===== config.mk =====
export PLATFORM = sky130hd
export DESIGN_NAME = change_dispenser
export DESIGN_NICKNAME = d
export VERILOG_FILES = /design/src/rtl/coin_pkg.sv /design/src/rtl/change_dispenser_pulse_timer.sv /design/src/rtl/change_dispenser.sv
export SDC_FILE = /design/constraint.sdc
export NUM_CORES = 1
export LEC_CHECK = 0
export CORE_ASPECT_RATIO = 1.2
export CORE_UTILIZATION = 35
export DETAILED_ROUTE_END_ITERATION = 10
export PLACE_DENSITY = 0.55
export SLEW_MARGIN = 25
export SYNTH_ARGS = -nofsm -noshare
export SYNTH_HDL_FRONTEND = slang
export SYNTH_SLANG_ARGS = --single-unit

===== constraint.sdc =====
create_clock -name clk -period 1.9 [get_ports clk]
set_input_delay 0.57 -clock clk [delete_from_list [all_inputs] [get_ports clk]]
set_output_delay 0.57 -clock clk [all_outputs]
set_load 0.1 [all_outputs]

===== src/rtl/coin_pkg.sv =====
// Encodings shared by the coin acceptor and the change dispenser.
// Request bits are ordered {D,RN,RD,R2D}; coin bits {Quarter,Dime,Nickel}.
package coin_pkg;

  typedef enum logic [2:0] {
    ST_IDLE,
    ST_VEND,
    ST_EJECT,
    ST_WAIT_SEEN,
    ST_GAP,
    ST_DONE,
    ST_JAM
  } state_t;

  localparam logic NICKEL = 1'b0;
  localparam logic DIME   = 1'b1;

  localparam int COIN_N = 0;
  localparam int COIN_D = 1;
  localparam int COIN_Q = 2;

  typedef struct packed {
    logic d;
    logic rn;
    logic rd;
    logic r2d;
  } req_t;

  function automatic logic [1:0] dimes_of(req_t r);
    logic [2:0] s;
    s = {2'b00, r.rd} + {1'b0, r.r2d, 1'b0};
    return (s > 3'd3) ? 2'd3 : s[1:0];
  endfunction

  function automatic int max3(int a, int b, int c);
    int m;
    m = (a > b) ? a : b;
    return (m > c) ? m : c;
  endfunction

endpackage


===== src/rtl/change_dispenser_pulse_timer.sv =====
// Loadable down-counter shared by the pulse, gap and sensor-timeout phases.
// Holds at zero once it gets there.
module pulse_timer #(
  parameter int W = 7
) (
  input  logic         clk,
  input  logic         rst,
  input  logic         i_load,
  input  logic [W-1:0] i_value,
  output logic         o_zero
);

  logic [W-1:0] r_cnt;

  always_ff @(posedge clk or posedge rst) begin
    if (rst) begin
      r_cnt <= '0;
    end else if (i_load) begin
      r_cnt <= i_value;
    end else if (r_cnt != '0) begin
      r_cnt <= r_cnt - W'(1);
    end
  end

  assign o_zero = (r_cnt == '0);

endmodule


===== src/rtl/change_dispenser.sv =====
// Executes one vend/change request at a time, pulsing one actuator per step,
// confirming each coin on the drop sensor and tracking tube inventory.
module change_dispenser
  import coin_pkg::*;
#(
  parameter int PULSE_CYCLES   = 4,
  parameter int GAP_CYCLES     = 2,
  parameter int TIMEOUT_CYCLES = 64,
  parameter int CNT_W          = 8,
  parameter int INIT_NICKELS   = 20,
  parameter int INIT_DIMES     = 20
) (
  input  logic             clk,
  input  logic             rst,
  input  logic             req_valid_i,
  input  logic             dispense_i,
  input  logic             ret_nickel_i,
  input  logic             ret_dime_i,
  input  logic             ret_two_dimes_i,
  output logic             req_ready_o,
  input  logic             coin_seen_i,
  input  logic             refill_i,
  output logic             vend_o,
  output logic             eject_nickel_o,
  output logic             eject_dime_o,
  output logic             busy_o,
  output logic             done_o,
  output logic             jam_o,
  output logic             short_o,
  output logic [CNT_W-1:0] nickel_cnt_o,
  output logic [CNT_W-1:0] dime_cnt_o
);

  localparam int TMAX = max3(PULSE_CYCLES, GAP_CYCLES, TIMEOUT_CYCLES);
  localparam int TW   = $clog2(TMAX + 1);

  localparam logic [TW-1:0] T_PULSE = TW'(PULSE_CYCLES - 1);
  localparam logic [TW-1:0] T_GAP   = TW'(GAP_CYCLES - 1);
  localparam logic [TW-1:0] T_TOUT  = TW'(TIMEOUT_CYCLES - 1);

  state_t r_state;
  state_t w_next;

  logic             r_vend_pend;
  logic [1:0]       r_dimes_todo;
  logic             r_nickel_todo;
  logic [CNT_W-1:0] r_nickels;
  logic [CNT_W-1:0] r_dimes;
  logic             r_short;

  req_t             w_req;
  logic             w_accept;
  logic             w_kind;
  logic             w_empty;
  logic             w_more;
  logic             w_seen;
  logic             w_load;
  logic [TW-1:0]    w_load_val;
  logic             w_tzero;

  assign w_req    = '{d: dispense_i, rn: ret_nickel_i,
                      rd: ret_dime_i, r2d: ret_two_dimes_i};
  assign w_accept = req_valid_i && (r_state == ST_IDLE);
  assign w_kind   = (r_dimes_todo != 2'd0) ? DIME : NICKEL;
  assign w_empty  = (w_kind == DIME) ? (r_dimes == '0)
                                     : (r_nickels == '0);
  assign w_more   = r_vend_pend || (r_dimes_todo != 2'd0)
                    || r_nickel_todo;

  // A coin counts in the last pulse cycle or anywhere in the wait window.
  assign w_seen = coin_seen_i &&
                  ((r_state == ST_WAIT_SEEN) ||
                   ((r_state == ST_EJECT) && !w_empty && w_tzero));

  pulse_timer #(.W(TW)) u_timer (
    .clk     (clk),
    .rst     (rst),
    .i_load  (w_load),
    .i_value (w_load_val),
    .o_zero  (w_tzero)
  );

  always_ff @(posedge clk or posedge rst) begin
    if (rst) begin
      r_state <= ST_IDLE;
    end else begin
      r_state <= w_next;
    end
  end

  always_comb begin
    w_next     = r_state;
    w_load     = 1'b0;
    w_load_val = T_PULSE;
    unique case (r_state)
      ST_IDLE: begin
        if (w_accept) begin
          w_load = 1'b1;
          if (w_req.d) begin
            w_next = ST_VEND;
          end else if (w_req.rn || w_req.rd || w_req.r2d) begin
            w_next = ST_EJECT;
          end else begin
            w_next = ST_DONE;
          end
        end
      end
      ST_VEND: begin
        if (w_tzero) begin
          w_next     = ST_GAP;
          w_load     = 1'b1;
          w_load_val = T_GAP;
        end
      end
      ST_EJECT: begin
        if (w_empty || w_seen) begin
          w_next     = ST_GAP;
          w_load     = 1'b1;
          w_load_val = T_GAP;
        end else if (w_tzero) begin
          w_next     = ST_WAIT_SEEN;
          w_load     = 1'b1;
          w_load_val = T_TOUT;
        end
      end
      ST_WAIT_SEEN: begin
        if (w_seen) begin
          w_next     = ST_GAP;
          w_load     = 1'b1;
          w_load_val = T_GAP;
        end else if (w_tzero) begin
          w_next = ST_JAM;
        end
      end
      ST_GAP: begin
        if (w_tzero) begin
          if (w_more) begin
            w_next = r_vend_pend ? ST_VEND : ST_EJECT;
            w_load = 1'b1;
          end else begin
            w_next = ST_DONE;
          end
        end
      end
      ST_DONE: w_next = ST_IDLE;
      ST_JAM:  w_next = ST_JAM;
      default: w_next = ST_IDLE;
    endcase
  end

  always_comb begin
    vend_o         = (r_state == ST_VEND);
    eject_dime_o   = (r_state == ST_EJECT) && !w_empty && (w_kind == DIME);
    eject_nickel_o = (r_state == ST_EJECT) && !w_empty && (w_kind == NICKEL);
    busy_o         = (r_state != ST_IDLE) && (r_state != ST_JAM);
    done_o         = (r_state == ST_DONE);
    jam_o          = (r_state == ST_JAM);
    req_ready_o    = (r_state == ST_IDLE);
  end

  always_ff @(posedge clk or posedge rst) begin
    if (rst) begin
      r_vend_pend   <= 1'b0;
      r_dimes_todo  <= 2'd0;
      r_nickel_todo <= 1'b0;
      r_nickels     <= CNT_W'(INIT_NICKELS);
      r_dimes       <= CNT_W'(INIT_DIMES);
      r_short       <= 1'b0;
    end else begin
      if ((r_state == ST_IDLE) && refill_i) begin
        r_nickels <= CNT_W'(INIT_NICKELS);
        r_dimes   <= CNT_W'(INIT_DIMES);
        r_short   <= 1'b0;
      end
      if (w_accept) begin
        r_vend_pend   <= w_req.d;
        r_dimes_todo  <= dimes_of(w_req);
        r_nickel_todo <= w_req.rn;
      end
      if ((r_state == ST_VEND) && w_tzero) begin
        r_vend_pend <= 1'b0;
      end
      if ((r_state == ST_EJECT) && w_empty) begin
        r_short <= 1'b1;
        if (w_kind == DIME) r_dimes_todo <= r_dimes_todo - 2'd1;
        else                r_nickel_todo <= 1'b0;
      end
      if (w_seen) begin
        if (w_kind == DIME) begin
          r_dimes_todo <= r_dimes_todo - 2'd1;
          if (r_dimes != '0) r_dimes <= r_dimes - CNT_W'(1);
        end else begin
          r_nickel_todo <= 1'b0;
          if (r_nickels != '0) r_nickels <= r_nickels - CNT_W'(1);
        end
      end
    end
  end

  assign short_o      = r_short;
  assign nickel_cnt_o = r_nickels;
  assign dime_cnt_o   = r_dimes;

endmodule


==> out/results.ini <==
[critical_path]
cp-end-kind = output port
critPathBufInv = 2
arrival_ns = 1.74
cpLargestDelayFamily = flip-flops
cp_max_fo = 2
path_cells = inv_4 > ha_4 > or3b_4 > o21ai_4 > nor2_4 > buf_12
cp_slowest_cell = dfrtp_4
cp_data_required_time_ns = 1.33
critPathLaunchType = flip-flop
critical_path_class = flip-flop to output port
cpPeakStageDelay_ns = 0.49

[cells_and_area]
nNetsFinal = 378
fillers = 469
diodes = 0
syn_to_final_growth_pct = 81.73
stdcell_area_mm2 = 0.003884
final_layout_size_suffix_gt1_share_pct = 53.13

[hold_path]
hold_path.class = primary input to asynchronous set/reset pin

[detailed_routing]
routed_wl_um = 6709
remaining_drc_errors = 0
drt_iter0_markers = 114
wl_per_cell_um = 15.01
detail-route-antenna-nets = 0
first_pass_iters = 4
vias = 2376
routed_via_density = 5.315

[timing]
worst_pin_slew_ns = 0.4040
fmax_ghz = 0.4336
rsz0062_at_grt = true
hold_viol = 0
setup_viol = 24
slew_viol_final = 0
tns_ns = -2.798
period_share_pct = 121.4
fin_crit_ns = 2.306
fin_skew_ns = 0.009209
worst_slack_ns = -0.4062
maxSlewHeadroom_pct = 72.82

[floorplan]
die_h_um = 87.60
rows = 30
initial_core_util_pct = 36.97
io_pins = 33
dieWidth_um = 73.33
dieArea_mm2 = 0.006423
design.core.area_mm2 = 0.005781

[clock_tree]
postCtsHoldBufs = 0
tritoncts = done
insertion_delay_ns = 0.29
clk_pin_slew_ns = 0.08
ctsHtreeMaxLevel = 2
clockRootBuffer = clkbuf_8
cts_sinks = 31
cts_buffers = 5
clockBufferDepth = 2

[status]
violations = negative setup slack
status = complete, but fails checks

[synthesis]
async_flop_share_pct = 100.0
synth-seq-cells = 31
syn_nets = 262
synth.distinct_cells = 60
postSynthAreaPerCell_um2 = 8.548
netlist_area_mm2 = 0.002137
ys_warn_count = 0
ys_seq_area_share_pct = 36.53
synth_edf_count = 0
synthCells = 250
ys.flop_type = dfrtp_1

[grt]
grt_max_degree = 17
gr-usage-all-layers_pct = 22.31
grt_first_pass_wirelength_um = 11120
grt_pass1_vias = 2327
grt_antenna_before_repair = 0
gr-total-overflow = 0

[power]
leakage_nw = 1.668
powerDensity_mw_per_mm2 = 1693
irDropWorstVdd_uv = 1607

[flow_run]
maxCapViolations = 0

[placement]
gp_congestion = 0.8434
dp_hpwl_um = 5020
placed_area_mm2 = 0.003542
portBuffers = 32

## kinds of logic after synthesis
| logic type | synth area share [%] |
|---|---|
| compound gates | 22.54 |
| xor+xnor | 2.869 |
| fa+ha+maj | 1.757 |
| buf+inv | 5.152 |
| flops | 36.53 |
| mux | 3.337 |
| simple gates | 27.81 |
## report_power, final
group	leakage, nW	internal, W	switching [W]
logic	1.23	0.00213	0.00265
clock network	0.0612	0.000425	0.000273
registers	0.375	0.000894	0.000205
total	1.67	0.00345	0.00313
## cells in the final DEF (no fill, tap or decap), drive strengths merged, types with 6 or more instances in the layout
master	instances
a211oi	6
a21oi	13
buf	114
clkbuf	6
clkdlybuf4s50	8
dfrtp	27
inv	12
mux2i	6
nand2	21
nand3	13
nor2	19
nor3	13
nor3b	9
nor4	8
o21ai	12
## layer usage
| metal | wire length, um | GRT usage (%) | part of all wire [%] |
|---|---|---|---|
| met1 | 2887 | 27.29 | 43 |
| met2 | 3521 | 39.90 | 52 |
| met3 | 214 | 3.107 | 3.2 |
| met4 | 85 | 7.692 | 1.3 |
| met5 | 0 | 0 | 0 |
## Yosys cell counts, types with 4 or more instances
cell type / n / area (um^2)
a211oi_1: 6 / 45.04
clkbuf_1: 8 / 30.03
dfstp_2: 4 / 105.1
xnor2_1: 4 / 35.03
nor4_1: 8 / 50.05
nor2_1: 19 / 71.32
nand3_1: 13 / 65.06
o21ai_0: 9 / 45.04
buf_2: 4 / 20.02
mux2i_1: 6 / 60.06
a21o_1: 4 / 30.03
inv_1: 12 / 45.04
nand2_1: 21 / 78.83
a21oi_1: 11 / 55.05
nand4_1: 4 / 25.02
dfrtp_1: 27 / 675.7
nor3b_1: 7 / 52.55
nor3_1: 11 / 55.05
## final timing paths
path,from,end,slack (ns),cells after the start
hold / removal,rst,u_timer.r_cnt[3],0.54,2
setup / recovery,dime_cnt_o[1],eject_dime_o,-0.41,6
max in group asynchronous,rst,nickel_cnt_o[2],0.87,3
hold reg to reg,u_timer.r_cnt[6],u_timer.r_cnt[6],0.55,1
min in group clk,u_timer.r_cnt[6],u_timer.r_cnt[6],0.55,1
setup reg to reg,dime_cnt_o[1],u_timer.r_cnt[5],-0.14,9
## state kept, by name, summed over array words and instances, names as in the netlist
register and count:
u_timer.r_cnt 7, r_state 3, dime_cnt_o 8, r_vend_pend 1, short_o 1, r_nickel_todo 1, r_dimes_todo 2, nickel_cnt_o 8
## through the flow
step / instances / setup WS (ns) / total power [W] / hold WS (ns) / utilization [%]
6_report: 447 / -0.4062 / 0.006577 / 0.5397 / 67.19
5_1_grt: 447 / -0.4397 / 0.006975 / 0.5538 / 67.19
4_1_cts: 447 / -0.4383 / 0.006441 / 0.5471 / 65.52
3_5_place_dp: 429 / -0.3675 / 0.005529 / 0.5338 / 61.28
3_3_place_gp: 429 / -0.3371 / 0.005514 / 0.5170 / 61.28
2_1_floorplan: 250 / -0.4161 / 0.003855 / 0.5058 / -
## what timing repair did
item | 4_1_cts | 5_1_grt
pin swaps | 13 | 10
buffers inserted | 10 | 0
gates cloned | 1 | 0
resized for setup | 15 | 24
endpoints found under the setup margin | 26 | 34
## final cells by class
type,count,area [um^2],area share (%)
tap,80,100.1,2.577
timing repair buffer,122,1275,32.83
multi-input combinational,194,1513,38.95
clock buffer,6,82.58,2.126
inverter,12,55.05,1.418
clock inverter,2,35.03,0.9021
sequential,31,823.3,21.20
Power figures use the tool's default switching activity.
